<file path="config.mk">
export PLATFORM = sky130hd
export DESIGN_NAME = serial_logic_unit
export DESIGN_NICKNAME = d
export VERILOG_FILES = /design/src/rtl/serial_logic_unit_pkg.sv /design/src/rtl/chunk_logic.sv /design/src/rtl/serial_logic_unit.sv
export SDC_FILE = /design/constraint.sdc
export NUM_CORES = 1
export LEC_CHECK = 0
export CORE_UTILIZATION = 27
export DETAILED_ROUTE_END_ITERATION = 16
export PLACE_DENSITY = 0.46
export SLEW_MARGIN = 10
export SYNTH_ARGS = -nofsm -noshare
export SYNTH_HDL_FRONTEND = slang
export SYNTH_SLANG_ARGS = --single-unit
</file>
<file path="constraint.sdc">
create_clock -name clk -period 8.5 [get_ports clk]
set_clock_uncertainty 0.15 [all_clocks]
set_input_delay 2.125 -clock clk [delete_from_list [all_inputs] [get_ports clk]]
set_output_delay 2.125 -clock clk [all_outputs]
set_load 0.05 [all_outputs]
</file>
<file path="src/rtl/serial_logic_unit_pkg.sv">
// Shared definitions for the serial logic unit: operation encodings and FSM state type.
package serial_logic_unit_pkg;

  localparam logic [1:0] OP_XOR  = 2'b00;
  localparam logic [1:0] OP_AND  = 2'b01;
  localparam logic [1:0] OP_OR   = 2'b10;
  localparam logic [1:0] OP_XNOR = 2'b11;

  typedef enum logic [1:0] {
    StIdle,
    StBusy,
    StDone
  } state_e;

endpackage

</file>
<file path="src/rtl/chunk_logic.sv">
// Combinational bitwise operator applied to one CHUNK-bit slice of the operands.
module chunk_logic
  import serial_logic_unit_pkg::*;
#(
  parameter int unsigned CHUNK = 4
) (
  input  logic [CHUNK-1:0] a,
  input  logic [CHUNK-1:0] b,
  input  logic [1:0]       op,
  output logic [CHUNK-1:0] y
);

  always_comb begin
    y = '0;
    case (op)
      OP_XOR:  y = a ^ b;
      OP_AND:  y = a & b;
      OP_OR:   y = a | b;
      OP_XNOR: y = ~(a ^ b);
      default: y = '0;
    endcase
  end

endmodule

</file>
<file path="src/rtl/serial_logic_unit.sv">
// Bit-serial (chunk-serial) bitwise logic unit: one CHUNK slice of the result per BUSY cycle,
// result presented with a valid/ready handshake.
module serial_logic_unit
  import serial_logic_unit_pkg::*;
#(
  parameter int unsigned WIDTH = 32,
  parameter int unsigned CHUNK = 4
) (
  input  logic             clk,
  input  logic             rst_n,
  input  logic             in_valid,
  output logic             in_ready,
  input  logic [1:0]       op,
  input  logic [WIDTH-1:0] a,
  input  logic [WIDTH-1:0] b,
  output logic             out_valid,
  input  logic             out_ready,
  output logic [WIDTH-1:0] y,
  output logic             zero
);

  if (CHUNK < 1 || (WIDTH % CHUNK) != 0) begin : g_bad_params
    $error("serial_logic_unit: WIDTH must be a non-zero multiple of CHUNK");
  end

  localparam int unsigned N    = WIDTH / CHUNK;
  localparam int unsigned CntW = (N > 1) ? $clog2(N) : 1;
  localparam logic [CntW-1:0] LastCnt = CntW'(N - 1);

  state_e           state_q, state_d;
  logic [CntW-1:0]  cnt_q, cnt_d;
  logic [WIDTH-1:0] a_q, a_d;
  logic [WIDTH-1:0] b_q, b_d;
  logic [1:0]       op_q, op_d;
  logic [WIDTH-1:0] y_q, y_d;
  logic             zero_q, zero_d;
  logic [CHUNK-1:0] chunk_y;

  // Single shared slice operator, fed only from the latched operands.
  chunk_logic #(
    .CHUNK(CHUNK)
  ) u_chunk_logic (
    .a (a_q[cnt_q*CHUNK +: CHUNK]),
    .b (b_q[cnt_q*CHUNK +: CHUNK]),
    .op(op_q),
    .y (chunk_y)
  );

  always_comb begin
    state_d = state_q;
    cnt_d   = cnt_q;
    a_d     = a_q;
    b_d     = b_q;
    op_d    = op_q;
    y_d     = y_q;
    zero_d  = zero_q;
    unique case (state_q)
      StIdle: begin
        if (in_valid) begin
          a_d     = a;
          b_d     = b;
          op_d    = op;
          cnt_d   = '0;
          state_d = StBusy;
        end
      end
      StBusy: begin
        y_d[cnt_q*CHUNK +: CHUNK] = chunk_y;
        if (cnt_q == LastCnt) begin
          // Flag is taken from the complete result including the slice written now.
          zero_d  = (y_d == '0);
          state_d = StDone;
        end else begin
          cnt_d = cnt_q + 1'b1;
        end
      end
      StDone: begin
        if (out_ready) begin
          zero_d  = 1'b0;
          state_d = StIdle;
        end
      end
      default: state_d = StIdle;
    endcase
  end

  always_ff @(posedge clk or negedge rst_n) begin
    if (!rst_n) begin
      state_q <= StIdle;
      cnt_q   <= '0;
      a_q     <= '0;
      b_q     <= '0;
      op_q    <= '0;
      y_q     <= '0;
      zero_q  <= 1'b0;
    end else begin
      state_q <= state_d;
      cnt_q   <= cnt_d;
      a_q     <= a_d;
      b_q     <= b_d;
      op_q    <= op_d;
      y_q     <= y_d;
      zero_q  <= zero_d;
    end
  end

  assign in_ready  = (state_q == StIdle);
  assign out_valid = (state_q == StDone);
  assign y         = y_q;
  assign zero      = zero_q;

endmodule

</file>
==> summary.txt, run 1 <==
Floorplan
  – Core Rows: 49
  – Initial Util: 27.9%
  – I/O pins: 105
  – Die Wd: 139 um
  – Die Ht: 139 um
  – Area of the core: 18200 um2
  – Die area: a little under 20000 um2

Cells and area
  – Fill cell count: about 1800
  – Most frequent cells in the layout: dfrtp_1 (104), clkdlybuf4s50_1 (103), mux2_2 (75)
  – Nets@finish: about 600
  – P&R area growth vs syn: 30.5%
  – Multi-input gate area: roughly 2300 um2
  – Most common cell after layout, fill and taps aside: dfrtp_1
  – Share of cells above drive strength 1: between 20% and 30%
  – Ant diodes: 0
  – Storage cell area: 2600 um2

Clock network
  – # resized after CTS: 0
  – Post-CTS Hold Buffers: 0
  – Clock Latency Late Sink: 350 ps
  – Clock Sinks: 104
  – Htree depth: 3
  – Setup bufs post-CTS: 0
  – CTS tree: done
  – TritonCTS Buffers: 9
  – Clk buf depth: 2
  – Clk slew on worst S/H paths: 70 ps
  – Root Buffer: clkbuf_16

Logic synthesis
  – Syn_area_per_cell: 12.1 um2
  – #FFs+latches synth: 104
  – Sequential area share after synthesis: 51.2%
  – EDFF count, synth: 0
  – Top cell type by total area after synthesis: dfrtp_1
  – Synth Instances: 420
  – Yosys top cell area share: 51.2%
  – Cell variety after synth: 46
  – Synth Warn #: 0
  – Main area contributors after synthesis: dfrtp_1 (51%), mux2_2 (17%), mux4_2 (7.1%)
  – Syn_nets: 502
  – Area of the mapped netlist: about 5000 um2
  – Most common flop cell mapped by yosys: dfrtp_1
  – FFs w/ async S/R, synth: 100%

Power
  – Switching power of the nets: between 0.001 and 0.0015 W
  – Clock power frac: 14.3%
  – Pwr Density: about 440 nW/um2
  – Seq pwr share: 31.2%
  – Internal power: 0.00167 W
  – Leakage: 2.72 nW
  – Gate power share: 54.4%
  – Worst VDD drop: 0.172 mV
  – Sw frac: 42.9%

Critical path
  – Reg2reg setup slack: 4630 ps
  – Crit path launch type: register
  – R2R depth: 13
  – R2r endpoint: zero
  – Critical path fanouts, max: 4
  – CP Class: register to output port
  – Critical path required time: between 6000 and 7000 ps
  – Worst setup EP type: output port
  – Worst path arrival time: ~1800 ps
  – Reg2Reg Launch Point: cnt_q[0]

Detailed routing
  – Antenna Nets Post-Route: 0
  – Vias per cell: 4.67
  – DR iter-0 viols: approximately 170
  – DRC viols: 7
  – Total number of vias: 3513
  – DRT Pass-1 Iters: 11
  – WL per Instance: between 15 and 20 um
  – WL final: 12.2 mm

Global routing
  – Global Route Usage Sum: 13.5%
  – Vias in the first global route: 3700
  – First-pass GRT wire length: 20.1 mm
  – Initial antenna violation count: 0
  – GR Overflow Total: 0
  – Largest net degree at the start of global routing: 68

Timing
  – Final Hold Fails: 0
  – Slew at the pin with the worst max-slew slack: 987 ps
  – Crit path time final: 4050 ps
  – Final period util: between 40% and 50%
  – WHS: 353 ps
  – Unrepaired setup endpoints after global routing: false
  – Setup TNS: 0 ps
  – Setup violations, final: 0
  – Final worst setup slack: 4450 ps
  – Slew Limit Fails: 0
  – Slew HR: between 30% and 40%
  – Peak Freq: 247 MHz

Min path
  – Hold crit path type: register to register
  – Hold path depth: 1
  – Worst Hold Launch: a_q[26]
  – Hold endpoint: a_q[26]

Status
  – Violated checks: design-rule violations
  – Status: finished with violations

Place
  – GP Congestion: around 0.86
  – HPWL after detailed placement: 8.85 mm
  – Port Buffers: 104
  – Dpl ws: 4240 ps

Flow run
  – Max-cap violations: 0
==> worst max-delay path by stage <==
stage               start         to  slack [ps]
6_report       state_q[0]  out_valid        4450
5_1_grt          cnt_q[0]       zero        4200
4_1_cts        state_q[0]  out_valid        4420
3_5_place_dp     in_valid   cnt_q[0]        4240
3_3_place_gp     in_valid   cnt_q[0]        4290
2_1_floorplan    in_valid    a_q[21]        5100
==> cell usage after synthesis (2+ instances only) <==
cell,n
nor2_1,16
nand4_1,2
nand2b_1,5
nor2b_1,5
o21ai_1,2
nand2_1,59
o21ai_0,31
ha_1,12
mux2_2,75
o211ai_1,2
a31oi_1,3
o31ai_1,3
nor3_1,4
buf_6,2
o41ai_1,2
mux4_2,16
inv_1,16
a21oi_1,5
mux2i_1,3
clkbuf_1,3
buf_1,3
and2_1,10
buf_2,9
nand3_1,6
dfrtp_1,104
nor4_1,2
==> layout make-up <==
cell class / count / share of cell area, %
Timing Repair Buffer: 108 / 16.1
Multi-Input combinational cell: 280 / 34.9
Clock inverter: 5 / 0.849
Clock buffer: 10 / 3.60
Tap cell: 229 / 4.32
Sequential cell: 104 / 39.2
Inverter: 17 / 0.962
==> power by group through the flow <==
| stage | registers [W] | logic, W | clock network [W] |
|---|---|---|---|
| detailed placement | 0.000930 | 0.00162 | 0 |
| CTS | 0.000922 | 0.00162 | 0.000433 |
| global route | 0.000958 | 0.00175 | 0.000447 |
| global placement | 0.000916 | 0.00159 | 0 |
| finish | 0.000914 | 0.00159 | 0.000419 |
| floorplan | 0.00106 | 0.000990 | 0 |
==> state kept, by name, summed over array words and instances, names as in the netlist <==
signal	count
a_q	32
op_q	2
b_q	32
state_q	2
y	32
cnt_q	3
zero	1
==> metrics by stage <==
step                util (%)  cells  power [W]  cell area, um2
CTS                     36.4    753    0.00298            6640
detailed placement      34.8    738    0.00255            6340
floorplan                  -    420    0.00205            5090
global placement        34.8    738    0.00251            6340
global route            36.4    753    0.00316            6640
finish                  36.4    753    0.00292            6640
==> critical path, stage by stage (launching register included) <==
cell and delay [ps]:
dfrtp_1 390, nand2b_1 160, inv_1 80, clkdlybuf4s50_1 800
==> kinds of logic after synthesis <==
group                    synth area share [%]
multiplexers                             24.5
AO/OA/AOI/OAI                            6.49
buffers and inverters                    3.27
AND/OR/NAND/NOR                          11.6
flip-flops                               51.2
adder cells (fa/ha/maj)                  2.95
==> per-layer routing <==
layer	vias up	part of all wire (%)	global-route usage [%]
li1	1694	-	-
met1	1725	47	17.8
met2	84	47	21.4
met3	10	4.7	3.68
met4	0	1.3	4.62
met5	-	0	0
Note: power is estimated with default switching activity, not from simulation.
==> inputs of run 2 (changes only) <==
--- a/config.mk
+++ b/config.mk
@@ -7,7 +7,7 @@
 export LEC_CHECK = 0
 export CORE_UTILIZATION = 27
 export DETAILED_ROUTE_END_ITERATION = 16
-export PLACE_DENSITY = 0.46
+export PLACE_DENSITY = 0.47
 export SLEW_MARGIN = 10
 export SYNTH_ARGS = -nofsm -noshare
 export SYNTH_HDL_FRONTEND = slang
==> constraint.sdc (replaced) <==
create_clock -name clk -period 3.7 [get_ports clk]
set_clock_uncertainty 0.15 [all_clocks]
set_input_delay 0.925 -clock clk [delete_from_list [all_inputs] [get_ports clk]]
set_output_delay 0.925 -clock clk [all_outputs]
set_load 0.05 [all_outputs]
==> run 2 against run 1 <==
- the run still ends with design-rule violations left
- setup slack got worse by 4100 ps
- first-iteration DRC count rose by 33%
- sequential cell count did not move
- critical path depth rose by 9
- count of clock-buffer cells in the layout rose by 2
- routed wire length rose by 6.1%
- register-to-register slack got worse by 4300 ps
- global-route usage rose by 0.71 points
- combinational power rose by 140%
- core utilization rose by 0.35 points
==> summary.txt, run 2 (same netlist as run 1, synthesis figures left out) <==
Power
  – Switching power of the nets: 0.00296 W (+140%)
  – Overall Power: 0.00687 W (+140%)
  – Internal power: 0.00391 W (+130%)
  – Gate power share: 55.7% (+1.3 points)
  – Sw frac: 43.1% (+0.21 points)
  – Pwr Density: 1030 nW/um2 (+130%)
  – Worst VDD drop: 0.357 mV (+110%)
  – Seq pwr share: 30.2% (-1.0 points)
  – Leakage: 2.75 nW (+1.1%)
  – Clock power frac: 14.1% (-0.2 points)

Cells and area
  – Share of cells above drive strength 1: 23.1% (+0.21 points)
  – Most common cell after layout, fill and taps aside: dfrtp_1
  – Most frequent cells in the layout: dfrtp_1 (104), clkdlybuf4s50_1 (103), mux2_2 (75)
  – P&R area growth vs syn: 31.7%
  – Cell Count, Final, Fillers Out: 757 (+0.53%)
  – Nets@finish: 605 (+0.50%)
  – Fin area: 6700 um2 (+0.96%)
  – Ant diodes: 0 (unchanged)

Detailed routing
  – DRT Pass-1 Iters: 10 (-1)
  – Vias per cell: 4.74 (+1.6%)
  – Total number of vias: 3587 (+2.1%)
  – Antenna Nets Post-Route: 0 (unchanged)
  – DRC viols: 3 (-4)
  – WL per Instance: 17.1 um (+5.5%)
  – DR iter-0 viols: 222 (+33%)
  – WL final: 13.0 mm (+6.1%)

Min path
  – Hold path depth: 2 (+1)
  – Hold crit path type: register to register
  – Hold endpoint: y[3]
  – Worst Hold Launch: y[3]

Global routing
  – Vias in the first global route: 3828 (+3.5%)
  – GR Overflow Total: 0 (unchanged)
  – Largest net degree at the start of global routing: 62 (-8.8%)
  – Global Route Usage Sum: 14.2% (+0.71 points)
  – Initial antenna violation count: 1 (+1)
  – First-pass GRT wire length: 21.2 mm (+5.5%)

Place
  – DP Cell Count: 741 (+0.41%)
  – GP Congestion: 0.803 (-6.3%)
  – Port Buffers: 104 (unchanged)
  – Placed cell areas: 6400 um2 (+0.95%)
  – Dpl ws: 334 ps (-3910 ps)
  – HPWL after detailed placement: 9.47 mm (+7.0%)

Status
  – Status: finished with violations
  – Violated checks: design-rule violations

Timing
  – Crit path time final: 3350 ps
  – Setup violations, final: 0 (unchanged)
  – Final Hold Fails: 0 (unchanged)
  – Slew HR: 45.6% (+11 points)
  – Slew at the pin with the worst max-slew slack: 815 ps (-172 ps)
  – Peak Freq: 299 MHz
  – Setup TNS: 0 ps (unchanged)
  – Unrepaired setup endpoints after global routing: false
  – Final worst setup slack: 352 ps (-4100 ps)
  – Slew Limit Fails: 0 (unchanged)
  – Final period util: 90.5%

Clock network
  – # resized after CTS: 0 (unchanged)
  – Clock Latency Late Sink: 350 ps (about the same)
  – Clk buf depth: 2 (unchanged)
  – CTS tree: done
  – Clk slew on worst S/H paths: 70 ps (about the same)
  – Htree depth: 3 (unchanged)
  – Clock Sinks: 104 (unchanged)
  – Setup bufs post-CTS: 0 (unchanged)
  – TritonCTS Buffers: 9 (unchanged)
  – Root Buffer: clkbuf_16
  – Post-CTS Hold Buffers: 0 (unchanged)

Floorplan
  – I/O pins: 105 (unchanged)
  – Area of the core: 18200 um2 (unchanged)
  – Core Rows: 49 (unchanged)
  – Initial Util: 27.9% (unchanged)
  – Die Wd: 139 um (unchanged)
  – Die Ht: 139 um (unchanged)
  – Die area: 19400 um2 (unchanged)

Critical path
  – CP Class: register to register
  – Worst path arrival time: 3470 ps (+1700 ps)
  – Worst setup EP type: register
  – Reg2Reg Launch Point: cnt_q[0]
  – Reg2reg setup slack: 350 ps (-4280 ps)
  – Crit path launch type: register
  – Critical path fanouts, max: 21 (+17)
  – R2r endpoint: zero
  – R2R depth: 12 (-1)
  – Critical path required time: 3820 ps (-2410 ps)

Flow run
  – Max-cap violations: 0 (unchanged)
==> run 2: cell types whose count changed in the layout (fill, tap and decap cells not counted) <==
cell and delta:
clkinvlp_4 -1, clkinv_2 -1, clkbuf_1 +2, buf_12 +3
clkinv_4 +1
==> run 2: final cells by class <==
cell class | instances | area, um2
fillers | 1769 | 11500
well taps | 229 | 287
multi-input cells | 280 | 2320
clock buffers | 12 | 246
flip-flops and latches | 104 | 2600
inverters | 17 | 63.8
repair buffers | 111 | 1130
clock inverters | 4 | 52.6
==> run 2: how the worst max path moves through the flow <==
stage                        start  endpoint  slack, ps  depth (start not counted)
after CTS                 cnt_q[0]      zero        330                         12
after detailed placement  cnt_q[0]      zero        330                         12
after global placement    cnt_q[0]      zero        460                         13
after global routing      cnt_q[0]      zero        110                         12
final                     cnt_q[0]      zero        350                         12
after floorplan           cnt_q[0]      zero        590                         13
==> run 2: power groups by stage <==
stage,clock network [W],registers [W],logic [W]
global placement,0,0.00208,0.00377
finish,0.000967,0.00207,0.00383
global route,0.00105,0.00215,0.00418
floorplan,0,0.00244,0.00227
CTS,0.000996,0.00208,0.00388
detailed placement,0,0.00210,0.00386
==> run 2: worst max-delay path, stage by stage, from the launching register on <==
cell and delay (ps):
dfrtp_1 480, buf_12 240, mux4_2 520, nand2_1 70
and2_1 160, ha_1 270, nor2_1 110, a21oi_1 50
o21ai_1 550, nor2_1 150, nor4_2 270, nand3_1 100
o21ai_1 120
==> run 2: through the flow <==
stage               hold slack, ps  utilization, %
CTS                            358            36.8
finish                         354            36.8
floorplan                      325               -
global placement               336            35.1
detailed placement             342            35.1
global route                   371            36.8
==> run 2: layer usage <==
metal | part of all wire [%] | GRT usage [%] | vias up
met5 | 0.062 | 0 | -
met4 | 1.4 | 4.44 | 2
met3 | 4.6 | 3.41 | 19
met2 | 46 | 22.2 | 97
met1 | 48 | 19.4 | 1778
li1 | - | - | 1691
==> patch 1 (config.mk and constraints of run 2) <==
Encoding of `state_e`: now one-hot (3 bits for 3 states).
--- a/src/rtl/serial_logic_unit_pkg.sv
+++ b/src/rtl/serial_logic_unit_pkg.sv
@@ -8,6 +8,6 @@
 
-  typedef enum logic [1:0] {
-    StIdle,
-    StBusy,
-    StDone
+  typedef enum logic [2:0] {
+    StIdle = 3'b001,
+    StBusy = 3'b010,
+    StDone = 3'b100
   } state_e;
Function: same outputs for any inputs over 10 cycles, from zero or initial values and one cycle with rst_n low; not proved beyond that.
==> patch 1 against run 2 <==
Total power decreased by 18%; final area increased by 4.6%; largest cell class unchanged; area after synthesis increased by 2.4%; worst setup slack improved by 100 ps; critical path type unchanged; combinational power decreased by 31%; clock power increased by 16%; sequential share of layout area decreased by 1.3 points; wire length decreased by 2.4%; core utilization increased by 0.41 points; sequential cell count increased by 1; largest power group unchanged; critical endpoint unchanged; die area increased by 2.4%; critical path depth decreased by 2.
==> patch 1: results <==
group,metric,value,unit
power_and_ir_drop,switching_share,0.367,
grt,antenna_found_initial,0,
synth,synth_top_area_frac,0.500,
timing,max_slew_margin,0.306,
place,gp_congestion,0.855,
final_layout,drive_gt1_frac,0.254,
final_layout,final_nets,620,
grt,first_global_vias,3855,
worst_hold_path,worst_hold_startpoint,"a_q[29]",
grt,grt_max_degree,82,
route,drt-total-wl,12.7,mm
worst_hold_path,holdPathStages,1,
route,drt_iter0_drc,180,
power_and_ir_drop,powerSeq,1.86,mW
power_and_ir_drop,peakVddDrop,0.322,mV
critical_path,cp_slowest_cell,"dfrtp_4",
status,status,"finished, final reports clean",
power_and_ir_drop,powerComb,2.65,mW
grt,grt_pass1_wl,20.6,mm
synth,yosysSeqAreaShare,0.505,
synth,synthDistinctLibCells,48,
place,hpwlAfterDp,9.35,mm
worst_hold_path,hold_end,"a_q[29]",
synth,synth_nets,504,
critical_path,cp_data_arrival_time,3370,ps
critical_path,rr_worst_depth,10,
grt,grt_usage,0.135,
==> patch 1: cell count changes after synthesis, moves of 5 or more <==
cell / before / now
nor2_1: 16 / 10
nand2_1: 59 / 46
nand2b_1: 5 / 0
a22o_1: 0 / 15
nor3b_1: 1 / 6
mux2_2: 75 / 69
o21ai_0: 31 / 16
==> patch 1: per-layer routing <==
metal	global-route usage	share of wire
met1	0.180	0.48
met3	0.0316	0.037
met2	0.215	0.47
met4	0.0492	0.016
met5	0	0
==> patch 1: area by class of cell <==
class                   instances  area (sq um)
multi-input cells             280          2430
well taps                     260           325
clock inverters                 7           121
inverters                      14          52.6
clock buffers                   9           225
repair buffers                125          1220
flip-flops and latches        105          2630
fillers                      1836         11800
==> patch 1: what timing repair did <==
item	CTS	global route
resized for setup	0	1
setup buffers	0	8
setup endpoints to repair	0	1
==> patch 1: metrics by stage <==
| stage | hold slack [ps] | total power, mW | instances | worst slack (ps) | area, sq um |
|---|---|---|---|---|---|
| 6_report | 353 | 5.63 | 800 | 452 | 7010 |
| 5_1_grt | 372 | 6.06 | 800 | 126 | 7010 |
| 4_1_cts | 358 | 5.65 | 792 | 137 | 6930 |
| 3_5_place_dp | 342 | 4.51 | 776 | 153 | 6580 |
| 3_3_place_gp | 335 | 4.45 | 776 | 177 | 6580 |
| 2_1_floorplan | 325 | 3.71 | 419 | 528 | 5210 |
==> patch 1: cell families (layout without fill, tap and decap cells) <==
kind of cell / Yosys count / after routing / share of synthesized area
AOI/OAI and AO/OA: 60 / 60 / 0.0802
adders and majority gates: 15 / 15 / 0.0360
buffers and inverters: 34 / 155 / 0.0295
DFF: 105 / 105 / 0.505
muxes: 92 / 92 / 0.233
and+or+nand+nor: 113 / 113 / 0.117
==> patch 2 (flow settings as in run 2) <==
Made on the original files. `CHUNK` is set to 4 in 2 places; all go to 16.
--- a/src/rtl/chunk_logic.sv
+++ b/src/rtl/chunk_logic.sv
@@ -4,3 +4,3 @@
 #(
-  parameter int unsigned CHUNK = 4
+  parameter int unsigned CHUNK = 16
 ) (
--- a/src/rtl/serial_logic_unit.sv
+++ b/src/rtl/serial_logic_unit.sv
@@ -6,3 +6,3 @@
   parameter int unsigned WIDTH = 32,
-  parameter int unsigned CHUNK = 4
+  parameter int unsigned CHUNK = 16
 ) (
Formal check against the unedited RTL: not equivalent (Yosys sat finds a counterexample within 4 cycles, from zero or initial values and one cycle with rst_n low).
==> patch 2 against run 2 <==
Critical path depth decreased by 4; via count increased by 0.45%; wire length decreased by 2.3%; worst hold slack got worse by 15 ps; total power increased by 2.9%; sequential cell count decreased by 2; core utilization decreased by 0.23 points; fmax increased by 4.7%; area after synthesis increased by 3.3%; final area increased by 3.1%; worst setup slack improved by 150 ps; critical endpoint unchanged.
==> patch 2: results <==
group,metric,value,unit
synth,synth.area.top_cells,"dfrtp_1 (49%), mux2_2 (19%), mux2i_1 (9.1%), ha_1 (7.6%), o21ai_0 (4.1%)",
status,status,"finished, final reports clean",
clocking,clk_latency,360,ps
power_and_ir_drop,power_leakage,3.11,nW
synth,yosys_warnings,0,
critical_path,rr_worst_depth,8,
route,wl_per_cell,15.7,um
worst_hold_path,hold_path_class,"register to register",
critical_path,startpoint,"cnt_q",
final_layout,drive_gt1_frac,0.219,
route,drt_iter0_drc,141,
grt,first_global_vias,3792,
synth,synth_nets,544,
worst_hold_path,worst_hold_startpoint,"y[30]",
clocking,cts.path.max_buffers,2,
place,io_buffer_count,104,
clocking,cts_root_buf,"clkbuf_16",
clocking,htree_num_levels,3,
worst_hold_path,holdPathStages,2,
final_layout,final_nets,645,
final_layout,fillerInstances,1946,
synth,synthDistinctLibCells,29,
grt,grt_max_degree,103,
place,post-place-ws,503,ps
route,firstDrtPassIters,4,
synth,yosysSeqAreaShare,0.486,
synth,synth-async-reset-ratio,1.00,
clocking,cts_resized,0,
grt,grt_usage,0.136,
critical_path,cp_data_arrival_time,3310,ps
clocking,clk_pin_slew,70,ps
timing,max_slew_margin,0.340,
synth,yosys-top-cells-count,"dfrtp_1 (102), mux2_2 (87), mux2i_1 (48), nand2_1 (43), o21ai_0 (43)",
clocking,post_cts_buffers,0,
power_and_ir_drop,switching_share,0.435,
critical_path,path_max_fanout,25,
route,num_vias,3603,
grt,grt_pass1_wl,20.6,mm
final_layout,insertedDiodeCount,0,
clocking,numCtsBuffers,9,
grt,antenna_found_initial,0,
power_and_ir_drop,peakVddDrop,0.311,mV
place,gp_congestion,0.833,
place,hpwlAfterDp,9.36,mm
patch 2: power by group through the flow:
stage | sequential, mW | clock (mW) | combinational [mW]
floorplan | 2.52 | 0 | 2.39
global placement | 2.23 | 0 | 3.86
detailed placement | 2.22 | 0 | 3.97
CTS | 2.20 | 1.00 | 3.99
global route | 2.28 | 1.05 | 4.36
finish | 2.18 | 0.966 | 3.92
patch 2: metrics by stage:
stage	instance area, sq um	instances	util
after floorplan	5260	442	-
after global placement	6610	792	0.350
after detailed placement	6610	792	0.350
after CTS	6910	808	0.366
after global routing	6910	808	0.366
final	6910	808	0.366
patch 2: final timing paths:
check,end,slack (ps)
min in group asynchronous,b_q[6],470
hold reg to reg,y[30],340
max in group asynchronous,a_q[3],2480
setup / recovery,zero,500
hold / removal,y[30],340
setup reg to reg,zero,500
patch 2: logic make-up after synthesis:
kind of cell	share of synthesized area
AO/OA/AOI/OAI	0.0488
flip-flops	0.486
adder cells (fa/ha/maj)	0.0762
buffers and inverters	0.0460
AND/OR/NAND/NOR	0.0583
multiplexers	0.285
patch 2: area by class of cell:
cell class	count	area share
flip-flops and latches	102	0.370
multi-input cells	283	0.357
repair buffers	114	0.165
clock inverters	7	0.0105
inverters	33	0.0179
clock buffers	9	0.0326
well taps	260	0.0471
patch 2: worst max-delay path, stage by stage (launching register included):
cell and delay (ps):
dfrtp_2 850, buf_4 300, mux2i_1 270, ha_1 280, mux2_2 260, mux2i_1 270
and3_1 210, o2111ai_1 140, o41ai_2 340
patch 2: per-layer routing:
metal / GRT usage / wire, um
met5: 0 / 0
met2: 0.210 / 5630
met1: 0.189 / 6250
met3: 0.0256 / 579
met4: 0.0543 / 208
